==> src/rtl/axis_mem_if.sv <==
// axis_mem_if: load-request, load-payload and store AXI-stream bundle.
// Modports: master = kernel side, slave = memory responder side.
interface axis_mem_if #(
    parameter int ADDR_WIDTH = 4,
    parameter int DATA_WIDTH = 32
);
    logic [ADDR_WIDTH-1:0]            s_axis_req_tdata;
    logic                             s_axis_req_tvalid;
    logic                             s_axis_req_tready;
    logic                             s_axis_req_tlast;

    logic [DATA_WIDTH-1:0]            m_axis_pl_tdata;
    logic                             m_axis_pl_tvalid;
    logic                             m_axis_pl_tready;
    logic                             m_axis_pl_tlast;

    logic [ADDR_WIDTH+DATA_WIDTH-1:0] s_axis_st_tdata;
    logic                             s_axis_st_tvalid;
    logic                             s_axis_st_tready;
    logic                             s_axis_st_tlast;

    modport master (
        output s_axis_req_tdata, s_axis_req_tvalid, s_axis_req_tlast,
        input  s_axis_req_tready,
        input  m_axis_pl_tdata, m_axis_pl_tvalid, m_axis_pl_tlast,
        output m_axis_pl_tready,
        output s_axis_st_tdata, s_axis_st_tvalid, s_axis_st_tlast,
        input  s_axis_st_tready
    );

    modport slave (
        input  s_axis_req_tdata, s_axis_req_tvalid, s_axis_req_tlast,
        output s_axis_req_tready,
        output m_axis_pl_tdata, m_axis_pl_tvalid, m_axis_pl_tlast,
        input  m_axis_pl_tready,
        input  s_axis_st_tdata, s_axis_st_tvalid, s_axis_st_tlast,
        output s_axis_st_tready
    );
endinterface

==> src/rtl/axis_mem_responder.sv <==
// axis_mem_responder: word-array memory answering in-order AXI-stream loads
// and applying {addr,data} store beats.
// Ports: clk, reset (sync, active-high); bus (axis_mem_if.slave: req/pl/st
// streams); st_done (pulse after a tlast store); init_we/addr/data (preload,
// highest write priority); err (sticky range error).
// Optional: define AXIS_MEM_BOUNDS_CHECK_EN to range-check every access
// against DEPTH; otherwise err is 0 and the array uses low address bits.
module axis_mem_responder #(
    parameter int ADDR_WIDTH = 4,
    parameter int DATA_WIDTH = 32,
    parameter int DEPTH      = 16,
    parameter int FIFO_DEPTH = 3
) (
    input  logic                  clk,
    input  logic                  reset,
    axis_mem_if.slave             bus,
    output logic                  st_done,
    input  logic                  init_we,
    input  logic [ADDR_WIDTH-1:0] init_addr,
    input  logic [DATA_WIDTH-1:0] init_data,
    output logic                  err
);

    localparam int IW = (DEPTH > 1) ? $clog2(DEPTH) : 1;
    localparam int PW = (FIFO_DEPTH > 1) ? $clog2(FIFO_DEPTH) : 1;
    localparam int CW = $clog2(FIFO_DEPTH + 1);
    localparam logic [CW:0]   FD_W     = (CW + 1)'(FIFO_DEPTH);
    localparam logic [PW-1:0] PTR_LAST = PW'(FIFO_DEPTH - 1);

    logic [DATA_WIDTH-1:0] mem_q [DEPTH];
    logic [DATA_WIDTH-1:0] fifo_data_q [FIFO_DEPTH];
    logic                  fifo_last_q [FIFO_DEPTH];

    logic [DATA_WIDTH-1:0] rd_data_q, rd_data_d;
    logic                  rd_last_q, rd_last_d;
    logic                  inflight_q, inflight_d;
    logic [PW-1:0]         wr_ptr_q, wr_ptr_d;
    logic [PW-1:0]         rd_ptr_q, rd_ptr_d;
    logic [CW-1:0]         count_q, count_d;
    logic                  st_done_q, st_done_d;
    logic                  err_q, err_d;

    logic [ADDR_WIDTH-1:0] req_addr;
    logic [ADDR_WIDTH-1:0] st_addr;
    logic [DATA_WIDTH-1:0] st_data;
    logic [CW:0]           outstanding;
    logic                  req_ready, req_fire;
    logic                  st_ready, st_fire;
    logic                  fifo_empty;
    logic                  pl_valid, pl_fire;
    logic                  push, pop_fifo;
    logic                  ld_oob, st_oob, init_oob;
    logic                  st_we, init_wr;
    logic [DATA_WIDTH-1:0] ld_word;

    function automatic logic [PW-1:0] ptr_inc(logic [PW-1:0] p);
        return (p == PTR_LAST) ? '0 : p + 1'b1;
    endfunction

    assign req_addr = bus.s_axis_req_tdata;
    assign st_addr  = bus.s_axis_st_tdata[ADDR_WIDTH+DATA_WIDTH-1 -: ADDR_WIDTH];
    assign st_data  = bus.s_axis_st_tdata[DATA_WIDTH-1:0];

    // Every accepted request owns a FIFO slot, either buffered or still
    // being read, so readiness never depends on the downstream tready.
    assign outstanding = {1'b0, count_q} + (CW + 1)'(inflight_q);
    assign req_ready   = !reset && (outstanding < FD_W);
    assign req_fire    = bus.s_axis_req_tvalid && req_ready;
    assign st_ready    = !reset;
    assign st_fire     = bus.s_axis_st_tvalid && st_ready;

    // An empty FIFO lets the freshly read word out directly; if it is not
    // taken it drops into the FIFO, so the presented beat stays stable.
    assign fifo_empty = (count_q == '0);
    assign pl_valid   = !reset && (!fifo_empty || inflight_q);
    assign pl_fire    = pl_valid && bus.m_axis_pl_tready;
    assign push       = inflight_q && !(fifo_empty && pl_fire);
    assign pop_fifo   = pl_fire && !fifo_empty;

    always_comb begin
        ld_oob   = 1'b0;
        st_oob   = 1'b0;
        init_oob = 1'b0;
`ifdef AXIS_MEM_BOUNDS_CHECK_EN
        ld_oob   = 32'(req_addr) >= DEPTH;
        st_oob   = 32'(st_addr) >= DEPTH;
        init_oob = 32'(init_addr) >= DEPTH;
`endif
    end

    assign st_we   = st_fire && !st_oob;
    assign init_wr = init_we && !init_oob;
    assign ld_word = ld_oob ? '0 : mem_q[req_addr[IW-1:0]];

    always_comb begin
        rd_data_d  = req_fire ? ld_word : rd_data_q;
        rd_last_d  = req_fire ? bus.s_axis_req_tlast : rd_last_q;
        inflight_d = req_fire;
        wr_ptr_d   = push ? ptr_inc(wr_ptr_q) : wr_ptr_q;
        rd_ptr_d   = pop_fifo ? ptr_inc(rd_ptr_q) : rd_ptr_q;
        count_d    = count_q + CW'(push) - CW'(pop_fifo);
        st_done_d  = st_fire && bus.s_axis_st_tlast;
`ifdef AXIS_MEM_BOUNDS_CHECK_EN
        err_d = err_q | (req_fire && ld_oob) | (st_fire && st_oob)
              | (init_we && init_oob);
`else
        err_d = 1'b0;
`endif
    end

    // Array and data paths carry no reset; contents survive reset.
    // The init write is last so it wins an address collision.
    always_ff @(posedge clk) begin
        if (st_we) mem_q[st_addr[IW-1:0]] <= st_data;
        if (init_wr) mem_q[init_addr[IW-1:0]] <= init_data;
        rd_data_q <= rd_data_d;
        rd_last_q <= rd_last_d;
        if (push) begin
            fifo_data_q[wr_ptr_q] <= rd_data_q;
            fifo_last_q[wr_ptr_q] <= rd_last_q;
        end
    end

    always_ff @(posedge clk) begin
        if (reset) begin
            inflight_q <= 1'b0;
            wr_ptr_q   <= '0;
            rd_ptr_q   <= '0;
            count_q    <= '0;
            st_done_q  <= 1'b0;
            err_q      <= 1'b0;
        end else begin
            inflight_q <= inflight_d;
            wr_ptr_q   <= wr_ptr_d;
            rd_ptr_q   <= rd_ptr_d;
            count_q    <= count_d;
            st_done_q  <= st_done_d;
            err_q      <= err_d;
        end
    end

    always_comb begin
        bus.m_axis_pl_tdata = '0;
        bus.m_axis_pl_tlast = 1'b0;
        if (pl_valid) begin
            bus.m_axis_pl_tdata = fifo_empty ? rd_data_q : fifo_data_q[rd_ptr_q];
            bus.m_axis_pl_tlast = fifo_empty ? rd_last_q : fifo_last_q[rd_ptr_q];
        end
    end

    assign bus.m_axis_pl_tvalid  = pl_valid;
    assign bus.s_axis_req_tready = req_ready;
    assign bus.s_axis_st_tready  = st_ready;
    assign st_done = st_done_q;
    assign err     = err_q;

endmodule

==> src/flat_wrapper.sv <==
// flat-port wrapper written by rule: the top's interface ports become plain ports
module axis_mem_responder_flat 
#(
    parameter int ADDR_WIDTH = 4,
    parameter int DATA_WIDTH = 32,
    parameter int DEPTH      = 16,
    parameter int FIFO_DEPTH = 3
)
  (clk, reset, st_done, init_we, init_addr, init_data, err, bus_s_axis_req_tdata, bus_s_axis_req_tvalid, bus_s_axis_req_tlast, bus_s_axis_req_tready, bus_m_axis_pl_tdata, bus_m_axis_pl_tvalid, bus_m_axis_pl_tlast, bus_m_axis_pl_tready, bus_s_axis_st_tdata, bus_s_axis_st_tvalid, bus_s_axis_st_tlast, bus_s_axis_st_tready);
  axis_mem_if #(.ADDR_WIDTH(ADDR_WIDTH), .DATA_WIDTH(DATA_WIDTH)) bus_i ();
  input  logic clk;
  input  logic reset;
  output logic st_done;
  input  logic init_we;
  input  logic [ADDR_WIDTH-1:0] init_addr;
  input  logic [DATA_WIDTH-1:0] init_data;
  output logic err;
  input wire logic [$bits(bus_i.s_axis_req_tdata)-1:0] bus_s_axis_req_tdata;
  input wire logic [$bits(bus_i.s_axis_req_tvalid)-1:0] bus_s_axis_req_tvalid;
  input wire logic [$bits(bus_i.s_axis_req_tlast)-1:0] bus_s_axis_req_tlast;
  output wire logic [$bits(bus_i.s_axis_req_tready)-1:0] bus_s_axis_req_tready;
  output wire logic [$bits(bus_i.m_axis_pl_tdata)-1:0] bus_m_axis_pl_tdata;
  output wire logic [$bits(bus_i.m_axis_pl_tvalid)-1:0] bus_m_axis_pl_tvalid;
  output wire logic [$bits(bus_i.m_axis_pl_tlast)-1:0] bus_m_axis_pl_tlast;
  input wire logic [$bits(bus_i.m_axis_pl_tready)-1:0] bus_m_axis_pl_tready;
  input wire logic [$bits(bus_i.s_axis_st_tdata)-1:0] bus_s_axis_st_tdata;
  input wire logic [$bits(bus_i.s_axis_st_tvalid)-1:0] bus_s_axis_st_tvalid;
  input wire logic [$bits(bus_i.s_axis_st_tlast)-1:0] bus_s_axis_st_tlast;
  output wire logic [$bits(bus_i.s_axis_st_tready)-1:0] bus_s_axis_st_tready;
  assign bus_i.s_axis_req_tdata = bus_s_axis_req_tdata;
  assign bus_i.s_axis_req_tvalid = bus_s_axis_req_tvalid;
  assign bus_i.s_axis_req_tlast = bus_s_axis_req_tlast;
  assign bus_s_axis_req_tready = bus_i.s_axis_req_tready;
  assign bus_m_axis_pl_tdata = bus_i.m_axis_pl_tdata;
  assign bus_m_axis_pl_tvalid = bus_i.m_axis_pl_tvalid;
  assign bus_m_axis_pl_tlast = bus_i.m_axis_pl_tlast;
  assign bus_i.m_axis_pl_tready = bus_m_axis_pl_tready;
  assign bus_i.s_axis_st_tdata = bus_s_axis_st_tdata;
  assign bus_i.s_axis_st_tvalid = bus_s_axis_st_tvalid;
  assign bus_i.s_axis_st_tlast = bus_s_axis_st_tlast;
  assign bus_s_axis_st_tready = bus_i.s_axis_st_tready;
  axis_mem_responder #(.ADDR_WIDTH(ADDR_WIDTH), .DATA_WIDTH(DATA_WIDTH), .DEPTH(DEPTH), .FIFO_DEPTH(FIFO_DEPTH)) u_core (.clk(clk), .reset(reset), .bus(bus_i), .st_done(st_done), .init_we(init_we), .init_addr(init_addr), .init_data(init_data), .err(err));
endmodule
==> config.mk <==
export PLATFORM = sky130hd
export DESIGN_NAME = axis_mem_responder_flat
export DESIGN_NICKNAME = d
export VERILOG_FILES = /design/src/rtl/axis_mem_if.sv /design/src/rtl/axis_mem_responder.sv /design/src/flat_wrapper.sv
export SDC_FILE = /design/constraint.sdc
export NUM_CORES = 1
export LEC_CHECK = 0
export BUFFER_PORTS_ARGS = -buffer_cell sky130_fd_sc_hd__buf_2
export CORE_ASPECT_RATIO = 1.2
export CORE_UTILIZATION = 40
export CTS_CLUSTER_DIAMETER = 120
export DETAILED_ROUTE_END_ITERATION = 10
export HOLD_SLACK_MARGIN = 0.03
export PLACE_DENSITY = 0.69
export SETUP_SLACK_MARGIN = 0.5
export SLEW_MARGIN = 25
export SYNTH_ARGS = -nofsm -noshare
export SYNTH_HDL_FRONTEND = slang
export SYNTH_SLANG_ARGS = --single-unit
==> constraint.sdc <==
create_clock -name clk -period 4.31 [get_ports clk]
set_clock_uncertainty 0.15 [all_clocks]
set_input_delay 0.431 -clock clk [delete_from_list [all_inputs] [get_ports clk]]
set_output_delay 0.431 -clock clk [all_outputs]
set_load 0.1 [all_outputs]
==> impl_results.md, run 1 <==
* Status: completed
* Layout cells sized above 1 at 51.2%
* Crit path required time at 3730 ps
* Fmax at 0.277 GHz
* Relative slew slack at 30.0%
* Post-route ant nets at 0
* First-pass GRT wire length at 120000 µm
* Starting Density at 40.5%
* Post-synth EDFFs at 644
* Reg-to-reg endpoint: u_core.rd_data_q[19]
* Htree depth at 3
* Async SR Flop Fraction at 0%
* Min Clock Period, post-route at 3610 ps
* # clock sinks at 654
* Root Driver: clkbuf_16
* HP Class: in -> reg
* HP Start: bus_m_axis_pl_tready
* RSZ-0062 raised after global routing: no
* Die Y-Extent at 310 µm
* Clock Pin Slew Worst Setup and Hold Paths at 60 ps
* Syn nets at 1927
* Worst path arrival time at 3030 ps
* Avg Inst Size Synth at 17.2 µm²
* Sequential area share after synthesis at 61.8%
* Final hold vios at 0
* Number of global-route vias before repair at 18000
* Post-Route WL at 80500 µm
* Clock latency on the worst-skew pair at 610 ps
* WS Path Type: reg -> out
* Drt drc at 0
* Fillers at 6623
* I/O Buffers at 120
* Hold WS at 222 ps
* DR vias/cell at 5.80
* Die area at 0.0802 mm²
* Max Fanout on Critical Path at 34
* Setup TNS at 0 ps
* Yosys warnings at 0
* Leakage power at 11.8 nW
* Primary FF master, synth: edfxtp_1
* Max Root-Sink Buffers at 3
* Leading cell type in the layout, fill and taps excluded: edfxtp_1
* Routability cong. at 0.801
* Hold Path End: u_core.rd_ptr_q[0]
* Total power at 14.8 mW
* CP Launch Type: flop
* # rows at 112
* Final net count at 1989
* Internal reg-to-reg setup slack at 1730 ps
* Cell variety after synth at 43
* Die Wd at 259 µm
* Kind of end point of the critical path: output port
* TritonCTS clock tree: yes
* Num CTS Buffers at 70
* Cell area after synthesis at 0.0316 mm²
* Power Density at 414 mW/mm²
* Total gr overflow at 0
* Antenna violations before repair at 16
* DR WL/cell at 27.0 µm
* Period utilisation layout at 83.8%
* Slew Viols, Final at 0
* Hpwl dp at 51000 µm
* Max-cap viol count at 0
* RR Startpoint: u_core.inflight_q
* Final setup vio count at 0
* Slew @ Worst Pin at 1050 ps
* 1st-iter DRT viols at 1401
* Worst vdd ir at 0.243 mV
* Total vias in the final route at 17300
* TritonRoute pass-1 iters at 5
* Synth Register Bits at 654
* Count of cells resized by post-cts repair at 0
* IO Pins at 122
* Core area at 0.0781 mm²
* Area Overhead vs Synth at 13.4%
* Fin area at 0.0359 mm²
* Overall Global Routing Usage at 20.2%
* R2R depth at 4
* Post-DP Area at 0.0336 mm²
* Worst hold path depth at 4
* Synth Instances at 1840
* Most frequent cells in the layout: edfxtp_1, mux2_2, mux4_2, buf_2, clkbuf_16
* Largest net degree at the start of global routing at 49
* Core Util, Final at 45.9%
[synthesized netlist by cell type (4+ instances only)]
library cell,n,area [µm²]
buf_4,17,128
mux2_2,473,5330
dfxtp_1,10,200
mux4_2,128,2880
a21oi_1,38,190
and2_1,4,25.0
buf_2,48,240
nand2b_1,42,263
nor2b_1,4,25.0
nor2_1,15,56.3
a22oi_1,64,480
edfxtp_1,644,19300
mux2_4,58,871
o21ai_0,9,45.0
clkbuf_1,110,413
mux2_1,14,158
o22ai_1,9,56.3
inv_1,7,26.3
buf_6,9,101
nand2_1,73,274
o211ai_1,33,248
[sequential cells by signal (all words and copies together) (netlist names), named ones only]
signal              flops
u_core.mem_q          512
u_core.fifo_data_q     96
u_core.rd_data_q       32
u_core.fifo_last_q      3
u_core.count_q          2
u_core.rd_ptr_q         2
u_core.wr_ptr_q         2
u_core.inflight_q       1
u_core.rd_last_q        1
u_core.st_done          1
[area by class of cell]
| class | count | area (µm²) | share of cell area, % |
|---|---|---|---|
| Clock inverter | 36 | 317 | 0.883 |
| Clock buffer | 88 | 1880 | 5.25 |
| Sequential cell | 654 | 19500 | 54.5 |
| Tap cell | 1026 | 1280 | 3.58 |
| Inverter | 7 | 26.3 | 0.0733 |
| Antenna cell | 7 | 17.5 | 0.0488 |
| Timing Repair Buffer | 175 | 1190 | 3.33 |
| Multi-Input combinational cell | 994 | 11600 | 32.3 |
[through the flow]
step,worst slack (ps),cells
finish,696,2987
global route,505,2983
CTS,562,2980
detailed placement,1180,2852
global placement,1200,2850
floorplan,317,1840
[cell families after synthesis]
group	synth area share [%]
other	0.0119
multiplexers	29.2
adder cells (fa/ha/maj)	0.119
buffers and inverters	2.89
XOR/XNOR	0.0277
AND/OR/NAND/NOR	2.58
flip-flops	61.8
AO/OA/AOI/OAI	3.34
[power by group]
group	internal [mW]	switching [mW]	total, mW
clock	3.40	2.47	5.87
combinational	0.607	1.05	1.66
sequential	7.24	0.0784	7.31
[worst max-delay path by stage]
stage | from | to | slack, ps
after floorplan | reset | u_core.mem_q[1][0] | 320
after global placement | init_we | u_core.mem_q[15][18] | 1200
after global routing | u_core.count_q[1] | bus_m_axis_pl_tdata[31] | 500
final | u_core.count_q[1] | bus_m_axis_pl_tdata[31] | 700
after detailed placement | init_we | u_core.mem_q[15][21] | 1180
after CTS | u_core.count_q[1] | bus_m_axis_pl_tdata[31] | 560
[critical path, cell delays in order, from the launching register on]
cell,delay (ps)
dfxtp_1,370
or2_2,630
o21ai_4,560
buf_4,450
a21oi_1,90
buf_2,310
[layer usage]
metal	track usage, %	wire [µm]	up-vias
met3	4.01	5620	91
met2	33.6	39700	575
li1	-	-	7463
met5	0	113	-
met4	5.04	1110	18
met1	27.1	33900	9174
[repair_timing]
action / 4_1_cts / 5_1_grt
hold buffers: 4 / 0
setup buffers: 0 / 0
hold endpoints to repair: 11 / 0
No activity file was read; power rests on OpenSTA's default activity.
==> run 2, diff against run 1 <==
--- a/config.mk
+++ b/config.mk
@@ -5,13 +5,14 @@
 export SDC_FILE = /design/constraint.sdc
 export NUM_CORES = 1
 export LEC_CHECK = 0
+export ABC_AREA = 1
 export BUFFER_PORTS_ARGS = -buffer_cell sky130_fd_sc_hd__buf_2
 export CORE_ASPECT_RATIO = 1.2
 export CORE_UTILIZATION = 40
 export CTS_CLUSTER_DIAMETER = 120
 export DETAILED_ROUTE_END_ITERATION = 10
 export HOLD_SLACK_MARGIN = 0.03
-export PLACE_DENSITY = 0.69
+export PLACE_DENSITY = 0.67
 export SETUP_SLACK_MARGIN = 0.5
 export SLEW_MARGIN = 25
 export SYNTH_ARGS = -nofsm -noshare
==> constraint.sdc (replaced) <==
create_clock -name clk -period 3.8 [get_ports clk]
set_clock_uncertainty 0.15 [all_clocks]
set_input_delay 0.38 -clock clk [delete_from_list [all_inputs] [get_ports clk]]
set_output_delay 0.38 -clock clk [all_outputs]
set_load 0.1 [all_outputs]
==> impl_results.md, run 2 <==
* Async SR Flop Fraction at 0%
* Number of setup buffers added after CTS at 0
* Cell variety after synth at 29
* Die Y-Extent at 315 µm
* TritonCTS clock tree: yes
* Worst hold path depth at 4
* Slew Viols, Final at 0
* Biggest area consumer among synthesized cells: edfxtp_1
* Area Overhead vs Synth at 12.2%
* Leakage power at 15.0 nW
* Drt drc at 0
* Final WS setup at 767 ps
* Max-cap viol count at 0
* # rows at 114
* First-pass GRT wire length at 143000 µm
* TritonRoute pass-1 iters at 6
* Antenna violations before repair at 14
* Post-synth top cells: nand2_1, edfxtp_1, o21ai_0
* HP Class: in -> reg
* Die Wd at 263 µm
* CP Launch Type: flop
* Final hold vios at 0
* Synth Register Bits at 654
* Syn nets at 3740
* Max Root-Sink Buffers at 3
* Yosys warnings at 0
* R2R depth at 6
* Num CTS Buffers at 74
* Root Driver: clkbuf_16
* Most frequent cells in the layout: nand2_1, edfxtp_1, o21ai_0, nand3_1, inv_1
* Clock latency on the worst-skew pair at 630 ps
* Count leader, synth: nand2_1
* Crit path required time at 3270 ps
* Internal reg-to-reg setup slack at 1340 ps
* Gr busiest metal: met2
* RR Startpoint: u_core.inflight_q
* Status: completed
* Number of global-route vias before repair at 23200
* Die area at 0.0826 mm²
* Clock Pin Slew Worst Setup and Hold Paths at 60 ps
* Synth Instances at 3653
* Routability cong. at 0.840
* Hpwl dp at 55300 µm
* Final setup vio count at 0
* DR WL/cell at 20.3 µm
* # clock sinks at 654
* Final net count at 3674
* Post-Route WL at 95200 µm
* 1st-iter DRT viols at 2875
* Total vias in the final route at 25400
* Min Clock Period, post-route at 3030 ps
* Fillers at 7445
* Synth top area share at 59.3%
* Primary FF master, synth: edfxtp_1
* Post-route ant nets at 0
* Period utilisation layout at 79.8%
* Post-Place Worst Slack at 939 ps
* I/O Buffers at 120
* Largest net degree at the start of global routing at 98
* Sequential area share after synthesis at 59.9%
* Grt met2 use at 37.2%
* Max FFs per register at 512
* Hold WS at 89.8 ps
* HP Start: bus_m_axis_pl_tready
* Leading cell type in the layout, fill and taps excluded: nand2_1
* Met3 Use GR at 3.89%
* Met1 usage at 30.6%
* IO Pins at 122
* Post-synth EDFFs at 644
* Power Density at 472 mW/mm²
* Max Fanout on Critical Path at 43
* Kind of end point of the critical path: output port
* Total gr overflow at 0
* Worst vdd ir at 0.260 mV
* Avg Inst Size Synth at 8.92 µm²
* Slew @ Worst Pin at 1070 ps
* Setup TNS at 0 ps
* Fmax at 0.330 GHz
* RSZ-0062 raised after global routing: no
* DR vias/cell at 5.40
* Core area at 0.0806 mm²
* Htree depth at 3
* Overall Global Routing Usage at 23.0%
* Cell area after synthesis at 0.0326 mm²
* Area contributors post-synth: edfxtp_1, nand2_1, o21ai_0
* Reg-to-reg endpoint: u_core.rd_data_q[29]
* Layout cells sized above 1 at 11.0%
* WS Path Type: reg -> out
* Worst path arrival time at 2500 ps
* Starting Density at 40.5%
* Relative slew slack at 28.8%
run 2: cell types whose count changed in the layout (fill, tap and decap cells not counted), moves of 58 or more:
| cell | delta |
|---|---|
| inv_1 | +252 |
| o21ai_1 | +172 |
| a22oi_1 | -64 |
| nand2_1 | +1078 |
| mux2_4 | -58 |
| nand3_1 | +297 |
| o21ai_0 | +399 |
| mux2_2 | -473 |
| mux4_2 | -128 |
| nor2_1 | +153 |
run 2: worst max path at each step:
stage / start / end / slack (ps) / cells past startpoint
final: flop / bus_m_axis_pl_tdata[8] / 770 / 6
after global routing: flop / bus_m_axis_pl_tdata[6] / 540 / 6
after CTS: u_core.count_q[1] / bus_m_axis_pl_tdata[16] / 560 / 5
after detailed placement: reset / u_core.mem_q[7][28] / 940 / 7
after global placement: reset / u_core.mem_q[7][30] / 1050 / 7
after floorplan: reset / u_core.mem_q[10][0] / -350 / 5
run 2: area by class of cell:
class	instances	area [µm²]	area share, %
multi-input cells	2398	10900	29.9
diodes	6	15.0	0.0411
repair buffers	192	1360	3.71
clock buffers	96	2040	5.57
inverters	267	1010	2.78
well taps	1044	1310	3.57
clock inverters	34	345	0.944
flip-flops and latches	654	19500	53.4
run 2: kinds of logic (layout without fill, tap and decap cells):
group                    after synthesis  after routing  synth area share [%]
flip-flops                           654            654                  59.9
AND/OR/NAND/NOR                     1696           1696                  21.3
AO/OA/AOI/OAI                        665            665                  10.3
other                                  1              7                0.0115
adder cells (fa/ha/maj)                3              3                 0.115
multiplexers                          33             33                  1.01
buffers and inverters                601            589                  7.37
run 2: where the power goes:
part           switching [mW]  internal, mW  total [mW]  leakage [nW]
clock                    2.88          4.24        7.13          1.15
sequential             0.0866          8.21        8.29          5.92
combinational            1.38         0.465        1.85          7.95
run 2: worst max-delay path, cell delays in order, from the launching register on:
cell and delay (ps):
dfxtp_2 760, buf_4 290, nand2_1 60, o21ai_0 80
mux2i_1 110, a21oi_1 150, buf_2 440
run 2: stage by stage:
stage / instances / util, % / power, mW / cell area [µm²]
finish: 4691 / 45.4 / 17.3 / 36600
global route: 4689 / 45.4 / 17.8 / 36600
CTS: 4685 / 45.4 / 17.3 / 36500
detailed placement: 4550 / 42.3 / 10.3 / 34100
global placement: 4550 / 42.3 / 10.2 / 34100
floorplan: 3653 / - / 9.70 / 32700
run 2: routing by layer:
layer  up-vias  wire length, µm
met5         -               58
met2      1257            44100
met1     11900            38100
met3       198             9300
met4        10             3700
li1      12000                -
run 2: timing repair:
action	4_1_cts	5_1_grt
endpoints found under the hold margin	5	0
hold buffers	5	0
resized for setup	0	2
setup endpoints to repair	0	31
